$ cat config.mk
export PLATFORM = sky130hd
export DESIGN_NAME = fsm_rd_burst
export DESIGN_NICKNAME = d
export VERILOG_FILES = /design/src/rtl/fsm_rd_burst_pkg.sv /design/src/rtl/fsm_rd_burst.sv
export SDC_FILE = /design/constraint.sdc
export NUM_CORES = 1
export LEC_CHECK = 0
export CORE_ASPECT_RATIO = 1.75
export CORE_UTILIZATION = 30
export CTS_BUF_LIST = sky130_fd_sc_hd__clkbuf_4 sky130_fd_sc_hd__clkbuf_8
export DETAILED_ROUTE_END_ITERATION = 8
export GPL_TIMING_DRIVEN = 1
export HOLD_SLACK_MARGIN = 0.06
export PLACE_DENSITY = 0.63
export SLEW_MARGIN = 20
export SYNTH_ARGS = -nofsm -noshare
export SYNTH_HDL_FRONTEND = slang
export SYNTH_SLANG_ARGS = --single-unit
$ cat constraint.sdc
create_clock -name clk -period 4.3 [get_ports clk]
set_clock_uncertainty 0.1 [all_clocks]
set_input_delay 0.86 -clock clk [delete_from_list [all_inputs] [get_ports clk]]
set_output_delay 0.86 -clock clk [all_outputs]
set_load 0.02 [all_outputs]
$ cat src/rtl/fsm_rd_burst_pkg.sv
// fsm_rd_burst_pkg: state encoding shared by the read-burst FSM
// Contents: STATE_W state width, state_e with XXX for X-assignment
package fsm_rd_burst_pkg;
  localparam int STATE_W = 3;
  typedef enum logic [STATE_W-1:0] {
    IDLE = 3'd0,
    READ = 3'd1,
    DLY  = 3'd2,
    DONE = 3'd3,
    ERR  = 3'd4,
    XXX  = 'x
  } state_e;
endpackage

$ cat src/rtl/fsm_rd_burst.sv
// fsm_rd_burst: registered read-burst handshake FSM with per-beat wait timeout and abort
// Ports: clk, rst_n (async low) | go, len (beats-1), ws (wait-state), abort |
//        rd, ds, last, busy, err, beat (all registered)
// Macro FSM_RD_BURST_XPROP_EN: illegal state drives X instead of recovering to IDLE
module fsm_rd_burst
  import fsm_rd_burst_pkg::*;
#(
  parameter int LEN_W    = 4,
  parameter int MAX_WAIT = 7
) (
  input  logic             clk,
  input  logic             rst_n,
  input  logic             go,
  input  logic [LEN_W-1:0] len,
  input  logic             ws,
  input  logic             abort,
  output logic             rd,
  output logic             ds,
  output logic             last,
  output logic             busy,
  output logic             err,
  output logic [LEN_W-1:0] beat
);
  localparam int WAIT_W = $clog2(MAX_WAIT + 1);
  state_e r_state, w_state;
  logic [LEN_W-1:0] r_len, w_len, r_beat, w_beat;
  logic [WAIT_W-1:0] r_wcnt, w_wcnt;
  logic r_rd, w_rd, r_ds, w_ds, r_last, w_last, r_busy, w_busy, r_err, w_err;
  always_comb begin
    w_state = r_state;
    w_len   = r_len;
    w_beat  = r_beat;
    w_wcnt  = r_wcnt;
    w_rd    = 1'b0;
    w_ds    = 1'b0;
    w_last  = 1'b0;
    w_err   = 1'b0;
    case (r_state)
      IDLE: if (go && !abort) begin
        w_state = READ;
        w_len   = len;
        w_beat  = '0;
        w_wcnt  = '0;
        w_rd    = 1'b1;
      end
      READ: begin
        w_state = DLY;
        w_rd    = 1'b1;
      end
      DLY: if (!ws) begin
        w_ds   = 1'b1;
        w_wcnt = '0;
        if (r_beat == r_len) begin
          w_last  = 1'b1;
          w_state = DONE;
        end else begin
          w_beat  = r_beat + LEN_W'(1);
          w_rd    = 1'b1;
          w_state = READ;
        end
      end else if (r_wcnt == WAIT_W'(MAX_WAIT - 1)) begin
        w_err   = 1'b1;
        w_state = ERR;
      end else begin
        w_wcnt  = r_wcnt + WAIT_W'(1);
        w_rd    = 1'b1;
        w_state = READ;
      end
      DONE, ERR: w_state = IDLE;
      default: begin
`ifdef FSM_RD_BURST_XPROP_EN
        w_state = XXX;
        w_rd    = 1'bx;
        w_ds    = 1'bx;
        w_last  = 1'bx;
        w_err   = 1'bx;
`else
        w_state = IDLE;
`endif
      end
    endcase
    // abort outranks beat completion and timeout; beat index is kept for inspection
    if (abort && r_state != IDLE) begin
      w_state = IDLE;
      w_beat  = r_beat;
      w_rd    = 1'b0;
      w_ds    = 1'b0;
      w_last  = 1'b0;
      w_err   = 1'b0;
    end
    w_busy = (w_state != IDLE);
  end
  always_ff @(posedge clk or negedge rst_n) begin
    if (!rst_n) begin
      r_state <= IDLE;
      r_len   <= '0;
      r_beat  <= '0;
      r_wcnt  <= '0;
      r_rd    <= 1'b0;
      r_ds    <= 1'b0;
      r_last  <= 1'b0;
      r_busy  <= 1'b0;
      r_err   <= 1'b0;
    end else begin
      r_state <= w_state;
      r_len   <= w_len;
      r_beat  <= w_beat;
      r_wcnt  <= w_wcnt;
      r_rd    <= w_rd;
      r_ds    <= w_ds;
      r_last  <= w_last;
      r_busy  <= w_busy;
      r_err   <= w_err;
    end
  end
  assign rd   = r_rd;
  assign ds   = r_ds;
  assign last = r_last;
  assign busy = r_busy;
  assign err  = r_err;
  assign beat = r_beat;
endmodule

==> impl_metrics.py, run 1 <==
metrics = {
    "route": {
        "drc_errors": 0,
        "vias_per_cell": 4.699,
        "wl_met1_um": 747,
        "wl_met2_um": 927,
        "drt_first_iter_violations": 3,
        "vias": 672,
        "post_drt_wl_per_cell_um": 12.58,
        "firstDrtPassIters": 4,
        "dr.max_layer_used": "met4",
        "wl_met3_um": 59,
        "antenna_left": 0,
        "finalWirelength_mm": 1.799,
    },
    "die": {
        "die_w_um": 44.70,
        "die_y_um": 76.72,
        "fp-row-count": 26,
        "io_pins": 18,
        "core-area_um2": 2993,
        "die_area_um2": 3429,
        "start_util_pct": 31.98,
    },
    "cts": {
        "h-tree-depth": 1,
        "postCtsSetupRepairBufs": 0,
        "cts_resized": 0,
        "cts_root_buf": "clkbuf_8",
        "worstSkewPairLatency_ns": 0.26,
        "cts_buffers": 3,
        "tritoncts": "done",
        "clkTransAtPathRegs_ns": 0.07,
        "cts_hold_buf": 0,
        "clock_path_buffers": 2,
        "clkSinkCount": 19,
    },
    "synth": {
        "synth_nets": 95,
        "synth_compound_area_share_pct": 12.03,
        "ys_warn_count": 0,
        "ys_ff_latch": 19,
        "synth_area_um2": 957.2,
        "synthSimpleGateAreaFrac_pct": 16.21,
        "muxShareOfSynthArea_pct": 10.07,
        "synthXorXnorAreaFrac_pct": 4.575,
        "avgSynthCellArea_um2": 11.53,
        "synth_fa_ha_area_share_pct": 3.922,
        "synth_top_family_by_area": "simple AND/OR/NAND/NOR gates",
        "yosysUniqueCellTypes": 33,
        "yosysSeqAreaShare_pct": 49.67,
        "postSynthCellCount": 83,
    },
    "layout": {
        "diodes": 0,
        "layout_common_cells": "dfrtp_1 (19), clkdlybuf4s50_1 (17), nand2_1 (5), inv_1 (5), mux2_2 (5)",
        "multi_input_area_um2": 447.9,
        "layout.cells.non_filler": 143,
        "fillers": 308,
        "fin_nets": 114,
        "syn_to_final_growth_pct": 26.80,
        "utilization_pct": 40.55,
        "final_area_um2": 1214,
        "register_area_um2": 475.5,
        "drive_gt1_share_pct": 16.83,
        "final_common_cell": "dfrtp_1",
    },
    "setup_path": {
        "cp_max_fo": 10,
        "critPathKind": "primary input to flip-flop",
        "worstPathArrival_ns": 2.46,
        "worstPathRequired_ns": 4.35,
        "start_kind": "primary input",
        "end_kind": "flip-flop",
    },
    "sta": {
        "slew_violations": 0,
        "fmax_ghz": 0.4153,
        "rsz0062_at_grt": "no",
        "worst_slack_ns": 1.892,
        "worst_pin_slew_ns": 0.8338,
        "relSlewSlack_pct": 44.24,
        "timing.final.crit_share_pct": 55.99,
        "hold_viol_final": 0,
        "setup_viol": 0,
        "tns_ns": 0,
        "fin_hold_ws_ns": 0.4353,
        "layout_min_cycle_time_ns": 2.408,
    },
    "placed_design": {
        "dp_cells": 139,
        "dp_slack_ns": 1.605,
        "io_buffers": 17,
        "place_hpwl_mm": 1.331,
        "gp_congestion": 0.7750,
        "placed_area_um2": 1165,
    },
    "power": {
        "p_leak_nw": 0.5181,
        "power_mw": 0.4628,
        "net-switching-power_mw": 0.1339,
        "powerDensity_nw_per_um2": 381.3,
        "switching_share_pct": 28.94,
        "pwr-share-comb_pct": 23.6,
        "vdd_drop_max_mv": 0.1428,
        "intPower_mw": 0.3288,
        "seqPwrFrac_pct": 47.7,
        "clkPwrFrac_pct": 28.7,
    },
    "hold_path": {
        "hp-class": "flip-flop to flip-flop",
    },
    "global_routing": {
        "grt_max_degree": 20,
        "antenna_found_initial": 0,
        "first_global_vias": 706,
        "grt_first_pass_wirelength_mm": 3.125,
        "overflow": 0,
        "grt.total_usage_pct": 12.77,
    },
    "run_status": {
        "outcome": "finished clean",
    },
    "flow_run": {
        "drv_cap": 0,
    },
}
==> power by group through the flow <==
stage          combinational [mW]  sequential, mW  clock, mW
5_1_grt                     0.121           0.223      0.147
3_5_place_dp                0.110           0.224          0
3_3_place_gp                0.108           0.222          0
4_1_cts                     0.110           0.220      0.137
6_report                    0.109           0.221      0.133
2_1_floorplan              0.0691           0.227          0
==> cells in the mapped netlist <==
| cell type | n | area share, % |
|---|---|---|
| a2111oi_0 | 1 | 0.92 |
| a211oi_1 | 2 | 1.6 |
| a21boi_4 | 1 | 2.0 |
| a21oi_1 | 2 | 1.0 |
| a31oi_1 | 1 | 0.65 |
| buf_2 | 2 | 1.0 |
| clkbuf_2 | 1 | 0.52 |
| dfrtp_1 | 19 | 50 |
| ha_1 | 3 | 3.9 |
| inv_1 | 5 | 2.0 |
| mux2_2 | 5 | 5.9 |
| mux2i_1 | 4 | 4.2 |
| nand2_1 | 5 | 2.0 |
| nand2b_1 | 2 | 1.3 |
| nand3_1 | 3 | 1.6 |
| nand3b_2 | 1 | 1.2 |
| nor2_1 | 4 | 1.6 |
| nor2b_1 | 1 | 0.65 |
| nor3_1 | 3 | 1.6 |
| nor3_2 | 2 | 2.1 |
| nor3b_2 | 1 | 1.3 |
| nor4_1 | 1 | 0.65 |
| o211ai_1 | 1 | 0.78 |
| o21ai_0 | 1 | 0.52 |
| o21bai_1 | 1 | 0.78 |
| o22ai_1 | 1 | 0.65 |
| o2bb2ai_1 | 1 | 0.92 |
| o31ai_2 | 1 | 1.3 |
| o41ai_1 | 1 | 0.92 |
| or3b_4 | 1 | 1.2 |
| or4_4 | 1 | 1.2 |
| xnor2_1 | 1 | 0.92 |
| xor2_1 | 4 | 3.7 |
==> metal layers <==
layer / vias up / global-route usage (%)
met5: - / 0
met4: 0 / 10.00
met3: 5 / 2.353
met2: 16 / 20.29
met1: 320 / 14.16
li1: 331 / -
==> critical path, cell delays in order <==
cell	delay, ns
clkdlybuf4s50_1	0.66
nor3_2	0.09
nand3b_2	0.22
a21boi_4	0.27
mux2_2	0.35
==> state kept, by name, indices dropped and copies added (netlist names) <==
signal and count:
busy 1, rd 1, r_wcnt 3, err 1
r_len 4, beat 4, ds 1, last 1
r_state 3
==> worst paths after layout <==
check                           startpoint         to  slack (ns)  cells past startpoint
worst max-delay path                 abort  r_wcnt[1]        1.89                      5
worst min-delay path              r_len[1]   r_len[1]        0.44                      1
worst max register to register     beat[0]    beat[2]        2.56                      4
worst min register to register    r_len[1]   r_len[1]        0.44                      1
max in group asynchronous            rst_n    beat[1]        2.61                      1
min in group asynchronous            rst_n       busy        0.97                      1
==> kinds of logic after synthesis <==
family | after synthesis
AND/OR/NAND/NOR | 25
flip-flops | 19
adder cells (fa/ha/maj) | 3
multiplexers | 9
XOR/XNOR | 5
buffers and inverters | 8
AO/OA/AOI/OAI | 14
==> layout make-up <==
class	instances	share of cell area [%]
clock buffers	4	4.021
inverters	5	1.546
multi-input cells	56	36.91
flip-flops and latches	19	39.18
well taps	42	4.330
repair buffers	17	14.02
No activity file was read; power rests on OpenSTA's default activity.
==> run 2: changes to the inputs <==
--- a/config.mk
+++ b/config.mk
@@ -11,7 +11,7 @@
 export DETAILED_ROUTE_END_ITERATION = 8
 export GPL_TIMING_DRIVEN = 1
 export HOLD_SLACK_MARGIN = 0.06
-export PLACE_DENSITY = 0.63
+export PLACE_DENSITY = 0.65
 export SLEW_MARGIN = 20
 export SYNTH_ARGS = -nofsm -noshare
 export SYNTH_HDL_FRONTEND = slang
==> constraint.sdc (replaced) <==
create_clock -name clk -period 2.19 [get_ports clk]
set_clock_uncertainty 0.1 [all_clocks]
set_input_delay 0.438 -clock clk [delete_from_list [all_inputs] [get_ports clk]]
set_output_delay 0.438 -clock clk [all_outputs]
set_load 0.02 [all_outputs]
==> run 2 against run 1 <==
Compared with the run above: sequential share of layout area down 0.95 points; worst setup slack got worse by 1.6 ns; critical path depth down 4; global-route usage down 0.99 points; register-to-register slack worse by 2.1 ns.
==> impl_metrics.py, run 2 (synthesis gave the netlist of run 1 again) <==
metrics = {
    "layout": {
        "fin_nets": 118,
        "drive_gt1_share_pct": 20.00,
        "diodes": 0,
        "layout_common_cells": "dfrtp_1 (19), clkdlybuf4s50_1 (17), nand2_1 (5), inv_1 (5), mux2_2 (5)",
        "syn_to_final_growth_pct": 29.93,
        "register_area_um2": 475.5,
        "final_common_cell": "dfrtp_1",
        "layout.cells.non_filler": 147,
        "fillers": 313,
        "multi_input_area_um2": 447.9,
    },
    "power": {
        "net-switching-power_mw": 0.2590,
        "power_mw": 0.9101,
        "switching_share_pct": 28.46,
        "p_leak_nw": 0.5369,
        "intPower_mw": 0.6511,
        "seqPwrFrac_pct": 47.4,
        "powerDensity_nw_per_um2": 731.8,
        "vdd_drop_max_mv": 0.4178,
        "clkPwrFrac_pct": 28.2,
        "pwr-share-comb_pct": 24.4,
    },
    "hold_path": {
        "hp-class": "primary input to async pin",
    },
    "cts": {
        "h-tree-depth": 1,
        "clock_path_buffers": 2,
        "cts_buffers": 3,
        "cts_resized": 0,
        "cts_hold_buf": 0,
        "cts_root_buf": "clkbuf_8",
        "tritoncts": "done",
        "worstSkewPairLatency_ns": 0.25,
        "clkSinkCount": 19,
        "clkTransAtPathRegs_ns": 0.07,
        "postCtsSetupRepairBufs": 0,
    },
    "placed_design": {
        "gp_congestion": 0.8257,
        "place_hpwl_mm": 1.384,
        "io_buffers": 17,
        "dp_slack_ns": 0.1799,
        "dp_cells": 143,
    },
    "sta": {
        "timing.final.crit_share_pct": 86.47,
        "worst_slack_ns": 0.2963,
        "fmax_ghz": 0.5281,
        "fin_hold_ws_ns": 0.4225,
        "worst_pin_slew_ns": 0.5397,
        "layout_min_cycle_time_ns": 1.894,
        "hold_viol_final": 0,
        "slew_violations": 0,
        "relSlewSlack_pct": 63.55,
        "tns_ns": 0,
        "rsz0062_at_grt": "no",
        "setup_viol": 0,
    },
    "route": {
        "firstDrtPassIters": 2,
        "wl_met3_um": 48,
        "drc_errors": 0,
        "drt_first_iter_violations": 24,
        "finalWirelength_mm": 1.777,
        "antenna_left": 0,
        "post_drt_wl_per_cell_um": 12.09,
        "vias": 677,
        "wl_met2_um": 959,
        "dr.max_layer_used": "met4",
        "wl_met1_um": 730,
        "vias_per_cell": 4.605,
    },
    "setup_path": {
        "cp_top_family": "buffers and inverters",
        "cp_slowest_cell": "clkdlybuf4s50_1",
        "rrSetupSlack_ns": 0.43,
        "critPathKind": "flip-flop to output port",
        "cp_slowest_stage_delay_ns": 0.65,
        "cp_max_fo": 5,
        "start_kind": "flip-flop",
        "end_kind": "output port",
        "worstPathRequired_ns": 1.65,
        "crit_chain": "clkdlybuf4s50_1",
        "cp_num_buf_inv": 1,
        "worstPathArrival_ns": 1.36,
    },
    "global_routing": {
        "antenna_found_initial": 0,
        "overflow": 0,
        "first_global_vias": 687,
        "grt_max_degree": 20,
        "grt_first_pass_wirelength_mm": 3.070,
        "grt.total_usage_pct": 11.78,
    },
    "die": {
        "die_w_um": 44.70,
        "io_pins": 18,
        "start_util_pct": 31.98,
        "die_area_um2": 3429,
        "die_y_um": 76.72,
        "fp-row-count": 26,
        "core-area_um2": 2993,
    },
    "run_status": {
        "outcome": "finished clean",
    },
    "flow_run": {
        "drv_cap": 0,
    },
}
[run 2: layout make-up]
cell class                 count  area share [%]
multi-input combinational     56           36.02
sequential                    19           38.23
clock buffer                   4           3.924
tap                           42           4.225
timing repair buffer          21           16.10
inverter                       5           1.509
[run 2: power by group through the flow]
stage / combinational (mW) / clock [mW] / sequential (mW)
final: 0.222 / 0.257 / 0.432
after CTS: 0.224 / 0.264 / 0.432
after global placement: 0.219 / 0 / 0.437
after floorplan: 0.136 / 0 / 0.445
after detailed placement: 0.223 / 0 / 0.439
after global routing: 0.243 / 0.276 / 0.438
[run 2: through the flow]
step	area, µm²	utilization, %
after floorplan	957.2	-
after global placement	1195	39.92
after detailed placement	1195	39.92
after CTS	1244	41.56
after global routing	1244	41.56
final	1244	41.56
[run 2: final timing paths]
path                          start          to  depth (start not counted)
min in group clk           r_len[3]    r_len[3]                          1
max in group asynchronous     rst_n  r_state[2]                          2
max                         beat[0]     beat[0]                          1
min reg2reg                r_len[3]    r_len[3]                          1
min                           rst_n  r_state[0]                          2
max reg2reg                 beat[0]     beat[2]                          4
[run 2: layer usage]
layer | track usage [%] | vias to the layer above
met4 | 6.364 | 0
met5 | 0 | -
met3 | 1.647 | 4
met1 | 14.09 | 323
met2 | 19.41 | 12
li1 | - | 338
